$ cat src/rtl/l1_rd_port_dsc.sv
// Per-port L1 read front end: request FIFO, L1 pointer/offset calculation, discard detection.
// Optional statistics counters are enabled with the L1_RD_PORT_STATS_EN macro.
module l1_rd_port_dsc #(
    parameter int nstrms       = 64,
    parameter int nstrms_width = $clog2(nstrms),
    parameter int nports       = 8,
    parameter int portid       = 0,
    parameter int ptr_width    = 8,
    parameter int cl_size      = 8,
    parameter int clofs_width  = $clog2(cl_size),
    parameter int tag_width    = 4,
    parameter int fifo_depth   = 2
) (
    input  logic                           clk,
    input  logic                           reset,
    input  logic [nstrms-1:0]              i_rst_end,
    input  logic [nstrms-1:0]              i_l1_end,
    input  logic [nstrms-1:0]              i_single_v,
    input  logic                           i_rd_v,
    output logic                           i_rd_r,
    input  logic [nstrms_width-1:0]        i_rd_sid,
    input  logic [tag_width-1:0]           i_rd_tag,
    input  logic [nports-1:0]              i_rd_acts,
    input  logic [nports*nstrms_width-1:0] i_rd_sids,
    output logic                           o_rd_act,
    input  logic [nstrms*ptr_width-1:0]    i_ptrs,
    output logic                           o_addr_v,
    input  logic                           o_addr_r,
    output logic [ptr_width-1:0]           o_addr_ptr,
    output logic [nstrms_width-1:0]        o_addr_sid,
    output logic [tag_width-1:0]           o_addr_tag,
    output logic                           o_addr_dsc,
    output logic [nstrms-1:0]              o_req_v,
    input  logic [nstrms-1:0]              o_req_r,
    output logic [31:0]                    o_cnt_rd,
    output logic [31:0]                    o_cnt_dsc
);

    localparam int fifo_aw    = $clog2(fifo_depth);
    localparam int hits_width = clofs_width + 1;

    logic [nstrms_width-1:0] sid_mem [fifo_depth];
    logic [tag_width-1:0]    tag_mem [fifo_depth];
    logic [fifo_aw:0]        wr_ptr;
    logic [fifo_aw:0]        rd_ptr;
    logic                    full;
    logic                    empty;
    logic                    push;
    logic                    pop;

    logic                    h_v;
    logic [nstrms_width-1:0] h_sid;
    logic [tag_width-1:0]    h_tag;

    logic [hits_width-1:0]   hits;
    logic [ptr_width-1:0]    ptr_cur;
    logic [ptr_width-1:0]    ptr;
    logic [hits_width-1:0]   lo_sum;
    logic                    carry;
    logic                    dsc;

    assign empty  = (wr_ptr == rd_ptr);
    assign full   = (wr_ptr[fifo_aw] != rd_ptr[fifo_aw]) &&
                    (wr_ptr[fifo_aw-1:0] == rd_ptr[fifo_aw-1:0]);
    // Ready is held low while reset is asserted, independent of FIFO state.
    assign i_rd_r = reset & ~full;
    assign push   = i_rd_v & i_rd_r;

    assign h_v    = ~empty;
    assign h_sid  = sid_mem[rd_ptr[fifo_aw-1:0]];
    assign h_tag  = tag_mem[rd_ptr[fifo_aw-1:0]];

    always_ff @(posedge clk or negedge reset) begin
        if (!reset) begin
            wr_ptr <= '0;
            rd_ptr <= '0;
            for (int i = 0; i < fifo_depth; i++) begin
                sid_mem[i] <= '0;
                tag_mem[i] <= '0;
            end
        end else begin
            if (push) begin
                sid_mem[wr_ptr[fifo_aw-1:0]] <= i_rd_sid;
                tag_mem[wr_ptr[fifo_aw-1:0]] <= i_rd_tag;
                wr_ptr <= wr_ptr + 1'b1;
            end
            if (pop) begin
                rd_ptr <= rd_ptr + 1'b1;
            end
        end
    end

    // Same-stream reads consumed this cycle by lower-numbered ports shift our pointer.
    always_comb begin
        hits = '0;
        for (int i = 0; i < nports; i++) begin
            if (i < portid && i_rd_acts[i] &&
                i_rd_sids[i*nstrms_width +: nstrms_width] == h_sid) begin
                hits = hits + hits_width'(1);
            end
        end
    end

    assign ptr_cur = i_ptrs[h_sid*ptr_width +: ptr_width];
    assign ptr     = ptr_cur + ptr_width'(hits);
    assign lo_sum  = {1'b0, ptr_cur[clofs_width-1:0]} + hits;
    assign carry   = lo_sum[clofs_width];
    assign dsc     = i_l1_end[h_sid] | (i_rst_end[h_sid] & i_single_v[h_sid] & carry);

    always_comb begin
        o_addr_v = 1'b0;
        o_req_v  = '0;
        pop      = 1'b0;
        if (dsc) begin
            o_addr_v = h_v;
            pop      = h_v & o_addr_r;
        end else begin
            o_addr_v = h_v & o_req_r[h_sid];
            pop      = h_v & o_addr_r & o_req_r[h_sid];
            if (h_v && o_addr_r) begin
                o_req_v[h_sid] = 1'b1;
            end
        end
    end

    assign o_rd_act   = h_v & pop & ~dsc;
    assign o_addr_ptr = o_rd_act ? ptr : '0;
    assign o_addr_sid = h_sid;
    assign o_addr_tag = h_tag;
    assign o_addr_dsc = dsc;

`ifdef L1_RD_PORT_STATS_EN
    logic [31:0] cnt_rd;
    logic [31:0] cnt_dsc;

    always_ff @(posedge clk or negedge reset) begin
        if (!reset) begin
            cnt_rd  <= '0;
            cnt_dsc <= '0;
        end else begin
            if (o_rd_act && cnt_rd != '1) begin
                cnt_rd <= cnt_rd + 32'd1;
            end
            if (pop && dsc && cnt_dsc != '1) begin
                cnt_dsc <= cnt_dsc + 32'd1;
            end
        end
    end

    assign o_cnt_rd  = cnt_rd;
    assign o_cnt_dsc = cnt_dsc;
`else
    assign o_cnt_rd  = '0;
    assign o_cnt_dsc = '0;
`endif

endmodule

$ cat config.mk
export PLATFORM = sky130hd
export DESIGN_NAME = l1_rd_port_dsc
export DESIGN_NICKNAME = d
export VERILOG_FILES = /design/src/rtl/l1_rd_port_dsc.sv
export SDC_FILE = /design/constraint.sdc
export NUM_CORES = 1
export LEC_CHECK = 0
export BUFFER_PORTS_ARGS = -buffer_cell sky130_fd_sc_hd__buf_4
export CAP_MARGIN = 25
export CORE_AREA = 2 2 383 385
export DETAILED_ROUTE_END_ITERATION = 8
export DIE_AREA = 0 0 385 387
export SLEW_MARGIN = 5
export SYNTH_ARGS = -nofsm -noshare
export SYNTH_HDL_FRONTEND = slang
export SYNTH_SLANG_ARGS = --single-unit
$ cat constraint.sdc
create_clock -name clk -period 4.4 [get_ports clk]
set_input_delay 0.66 -clock clk [delete_from_list [all_inputs] [get_ports clk]]
set_output_delay 0.66 -clock clk [all_outputs]
set_load 0.01 [all_outputs]
Yosys cells after proc, flatten, opt, wreduce, memory -nomap -nowiden. Cells that the tools add are included. Widths: inputs -> output; s select.

Reductions and logical operators: 4. Multiplexer cells: 23. Order comparisons: 5. Equality and inequality tests: 3. Shifts and indexed selects: 1. Bitwise logic cells: 12. Add/sub/neg operators: 2.

Operators by type and width (count): $shiftx 512x10->8 (1); $mux 64 (2); $mux 6 (4); $mux 4 (4); $bmux 1 s6 (2); $bwmux 12 (1); $bwmux 8 (1); $mux 8 (1); $and 1x1->1 (7); $lt 6x7->1 const B (1); $demux 1 s6 (1); $demux 6 s1 (1); $ge 6x1->1 const B (1); $mux 1 (5); $add 2x1->2 const B (2); $demux 4 s1 (1); $ge 2x2->1 const B (2); $logic_and 1x1->1 (4); $not 1->2 (2); $not 1->1 (3); $eq 2x2->1 (1); $lt 2x1->1 const B (1); $eq 1x1->1 (1); $ne 1x1->1 (1).

Input port bits: 838. Output and inout bits: 150. Word-level logic and storage cells: 56. Register bits after elaboration: 24.

Longest topological paths before layout.
Depth after elaboration: 11. Gate-level depth with buffers: 14.

Least setup slack after synthesis. No wires, ideal clock.

Kind: reg2out. Start: register rd_ptr[0]. End: output o_addr_ptr[0]. Buffers on the path: 2. Slack: 1.184 ns. Data arrival time: 2.556 ns. Cell stages (with the launch flop): 12. Path through: dfrtp_1 -> buf_6 -> buf_4 -> or3_1 -> nand2_1 -> a32oi_1 -> a311oi_1 -> a2111oi_4 -> nand3_2 -> inv_2 -> nor3_4 -> and4_1.

Elaborated cells on any way between the ends: 18.

RTL lines: start, declared (line 45) `logic [fifo_aw:0] rd_ptr;`; start signal, assigned (line 88) `rd_ptr <= rd_ptr + 1'b1;`; $not 1->2 (implied by the code) * (line 70) `assign h_sid = sid_mem[rd_ptr[fifo_aw-1:0]];`; $mux 6 (implied by the code) * (3 in series) (line 70); $bmux 1 s6 * (line 108) `assign dsc = i_l1_end[h_sid] | (i_rst_end[h_sid] & i_single_v[h_sid] & carry);`; $mux 1 (implied by the code) * (line 108); via o_addr_dsc (line 32) `output logic o_addr_dsc,`; $mux 1 (line 114) `if (dsc) begin`; $and 1x1->1 (line 126) `assign o_rd_act = h_v & pop & ~dsc;`; $and 1x1->1 * (line 126); via o_rd_act (line 25) `output logic o_rd_act,`; $mux 8 * (line 127) `assign o_addr_ptr = o_rd_act ? ptr : '0;`; end, declared (line 29) `output logic [ptr_width-1:0] o_addr_ptr,`.

The timed path passes the listed nets; every way through them passes the cells marked *. The select of a mux whose other input is x is not followed.

Final worst setup path.
Start: register rd_ptr[0]. End: output o_addr_ptr[1].

Word-level cells in the longest chain between the ends: 11. Elaborated cells on any way between the ends: 18.

Ends and longest elaborated chain: $not 1->2 (implied by the code) (line 70); $mux 6 (implied by the code) (3 in series) (line 70); $bmux 1 s6 (line 119) `pop = h_v & o_addr_r & o_req_r[h_sid];`; $mux 1 (implied by the code) (line 119); $and 1x1->1 (line 119); $mux 1 (line 114); $and 1x1->1 (2 in series) (line 126); $mux 8 * (line 127).

Every way passes the cells marked *; elsewhere a longest branch is shown, timed or not. The select of a mux whose other input is x is not followed.

==> results_dict.tcl <==
set metrics [dict create \
    p_seq_share_pct 3.7 \
    drc 0 \
    finClkSkew_ns 0.00600 \
    hp-class "in -> async" \
    io_pins 988 \
    grt_max_degree 32 \
    cp-startpoint "rd_ptr[0]" \
    antenna_found_initial 37 \
    swShare_pct 58.7 \
    clk_transition_reported_paths_ns 0.07 \
    max_cap_viol_count 0 \
    rr_startpoint "rd_ptr[0]" \
    setup_tns_ns 0 \
    finalNetCount 2802 \
    drtPass1Iterations 5 \
    io_buffers 739 \
    core_um2 145000 \
    yosysWarnings 0 \
    p_comb_share_pct 94.3 \
    crit_type "reg -> out" \
    synth-main-ff-cell "dfrtp_1" \
    die_y_um 387 \
    root_buffer "clkbuf_16" \
    ir_worst_vdd_mv 0.366 \
    required_ns 3.74 \
    wl_per_cell_um 25.9 \
    crit_top_cell "buf_4" \
    ctsLongestPathBuffers 2 \
    grt_usage_pct 12.7 \
    yosys.area.top_type_share_pct 17.0 \
    final_area_um2 17100 \
    die_x_um 385 \
    synth_area_per_cell_um2 6.56 \
    row_count 140 \
    period_needed_ns 4.24 \
    power_frac_clock_pct 1.9 \
    slowest_stage "dfrtp_2" \
    synthToLayoutAreaGrowth_pct 147 \
    p_per_area_nw_per_um2 805 \
    yosysSeqAreaShare_pct 8.67 \
    placed_cells 3861 \
    clkLatencyLatePin_ns 0.26 \
    ys_types 83 \
    cp-end-kind "primary output" \
    p_leak_nw 7.29 \
    worst_pin_slew_ns 0.923 \
    ys_ff_latch 24 \
    status "finished, final reports clean" \
    crit_arrival_ns 3.58 \
    drive_gt1_share_pct 56.7 \
    ant_nets 0 \
    routed_via_density 3.32 \
    final-setup-viol-count 0 \
    synth_area_leaders "o22ai_1, dfrtp_1, buf_4" \
    switching_power_w 0.00808 \
    place_congestion 0.879 \
    synth_area_um2 6930 \
    drt-initial-drc-count 787 \
    grt_pass1_wl_um 125000 \
    hold_viol_final 0 \
    syn_inst 1057 \
    dpl-instance-area_um2 16600 \
    worst-path-max-fanout 24 \
    synth_commonest_cells "o22ai_1, nor2_1, nand2_1" \
    synth.largest_area_cell "o22ai_1" \
    post-route-period-util_pct 96.3 \
    total_power_w 0.0138 \
    wl_um 101000 \
    cts_tree "done" \
    stdcell_count 3894 \
    grt_pass1_vias 13005 \
    max_freq_mhz 236 \
    relSlewSlack_pct 38.5 \
    grt-ovfl-total 0 \
    start_util_pct 4.78 \
    synthArstFlopShare_pct 100 \
    dieArea_um2 149000 \
    fin_hold_ws_ns 0.299 \
    r2r_cells 14 \
    slew_violations 0 \
    crit_chain "buf_12 > buf_4 > nor4b_1 > buf_4 > nor2_4 > buf_12 > buf_4 > o22ai_1 > nor2_1 > o221ai_1 > buf_4 > o21a_1 > a2111oi_1 > and4_1 > buf_4" \
    cts-buffers-inserted 3 \
    synth_edf_count 0 \
    cp-start-kind "flop" \
    vias 12937 \
    cts.sinks 24 \
    yosys.cell_count.top_type "o22ai_1" \
    cpPeakStageDelay_ns 0.41 \
    internal_power_w 0.00568 \
    htreeDepth 1 \
    dp_hpwl_um 90100 \
]
-- power groups by stage --
stage	Sequential (W)	Clock (W)	Combinational, W
after floorplan	0.000431	0	0.00470
after global placement	0.000528	0	0.0130
after detailed placement	0.000532	0	0.0130
after CTS	0.000508	0.000265	0.0134
after global routing	0.000526	0.000273	0.0140
final	0.000515	0.000264	0.0130
-- critical path, delay by kind of cell (launching register included) --
kind,cells,cell delay [ns]
buffers and inverters,7,1.38
DFF,1,0.41
AOI/OAI and AO/OA,4,0.74
and+or+nand+nor,4,0.73
-- what timing repair did --
| item | in CTS | in global routing |
|---|---|---|
| hold buffers | 0 | 0 |
| setup endpoints to repair | 74 | 53 |
| setup buffers | 12 | 4 |
| gates resized for setup | 24 | 26 |
| pin swaps | 5 | 4 |
-- final cells by class --
| type | instances | area [µm²] |
|---|---|---|
| fillers | 16814 | 128000 |
| repair buffers | 999 | 8040 |
| multi-input cells | 926 | 5870 |
| well taps | 1917 | 2400 |
| flip-flops and latches | 24 | 606 |
| clock buffers | 3 | 75.1 |
| inverters | 10 | 40.0 |
| diodes | 14 | 35.0 |
| clock inverters | 1 | 30.0 |
-- final timing paths --
path / endpoint / slack [ns]
min reg2reg: rd_ptr[1] / 0.50
min in group clk: rd_ptr[1] / 0.50
max in group asynchronous: sid_mem[6] / 3.83
max reg2reg: rd_ptr[1] / 1.29
min: tag_mem[5] / 0.30
max: o_addr_ptr[1] / 0.16
-- stage by stage --
stage | utilization (%) | worst slack (ns)
2_1_floorplan | - | 1.18
4_1_cts | 11.7 | 0.00599
5_1_grt | 11.8 | -0.00789
6_report | 11.8 | 0.161
3_5_place_dp | 11.4 | -0.295
3_3_place_gp | 11.4 | -0.730
-- metal layers --
metal  GRT usage [%]  wire [µm]  part of all wire, %  up-vias
li1                -          -                    -     5823
met1            16.7      45000                   45     6254
met2            21.7      47100                   47      717
met3            2.10       6040                  6.0      117
met4            2.61       2580                  2.6       26
met5               0        166                 0.16        -
-- sequential cells by signal, summed over array words and instances (netlist names) --
| register | count |
|---|---|
| wr_ptr | 2 |
| sid_mem | 12 |
| rd_ptr | 2 |
| tag_mem | 8 |
-- layout by cell type, fill, tap and decap left out, types with 9 or more instances in the layout --
cell,count
o22a_1,19
nor3_1,22
nand3_1,37
a31oi_1,9
buf_4,950
conb_1,64
nand2_1,119
nand2b_1,12
o21ai_0,14
nor2_1,134
a21oi_1,51
diode_2,14
mux2_2,34
o22ai_1,186
o221ai_1,28
buf_12,40
dfrtp_1,20
mux2i_1,9
-- logic make-up (layout without fill, tap and decap cells) --
family	Yosys count	count (layout)	synth area share (%)
multiplexers	47	47	8.00
AND/OR/NAND/NOR	404	404	26.9
buffers and inverters	170	1013	14.5
flip-flops	24	24	8.67
other	1	78	0.0541
XOR/XNOR	5	5	0.632
AO/OA/AOI/OAI	406	406	41.2
Note: power is estimated with default switching activity, not from simulation.
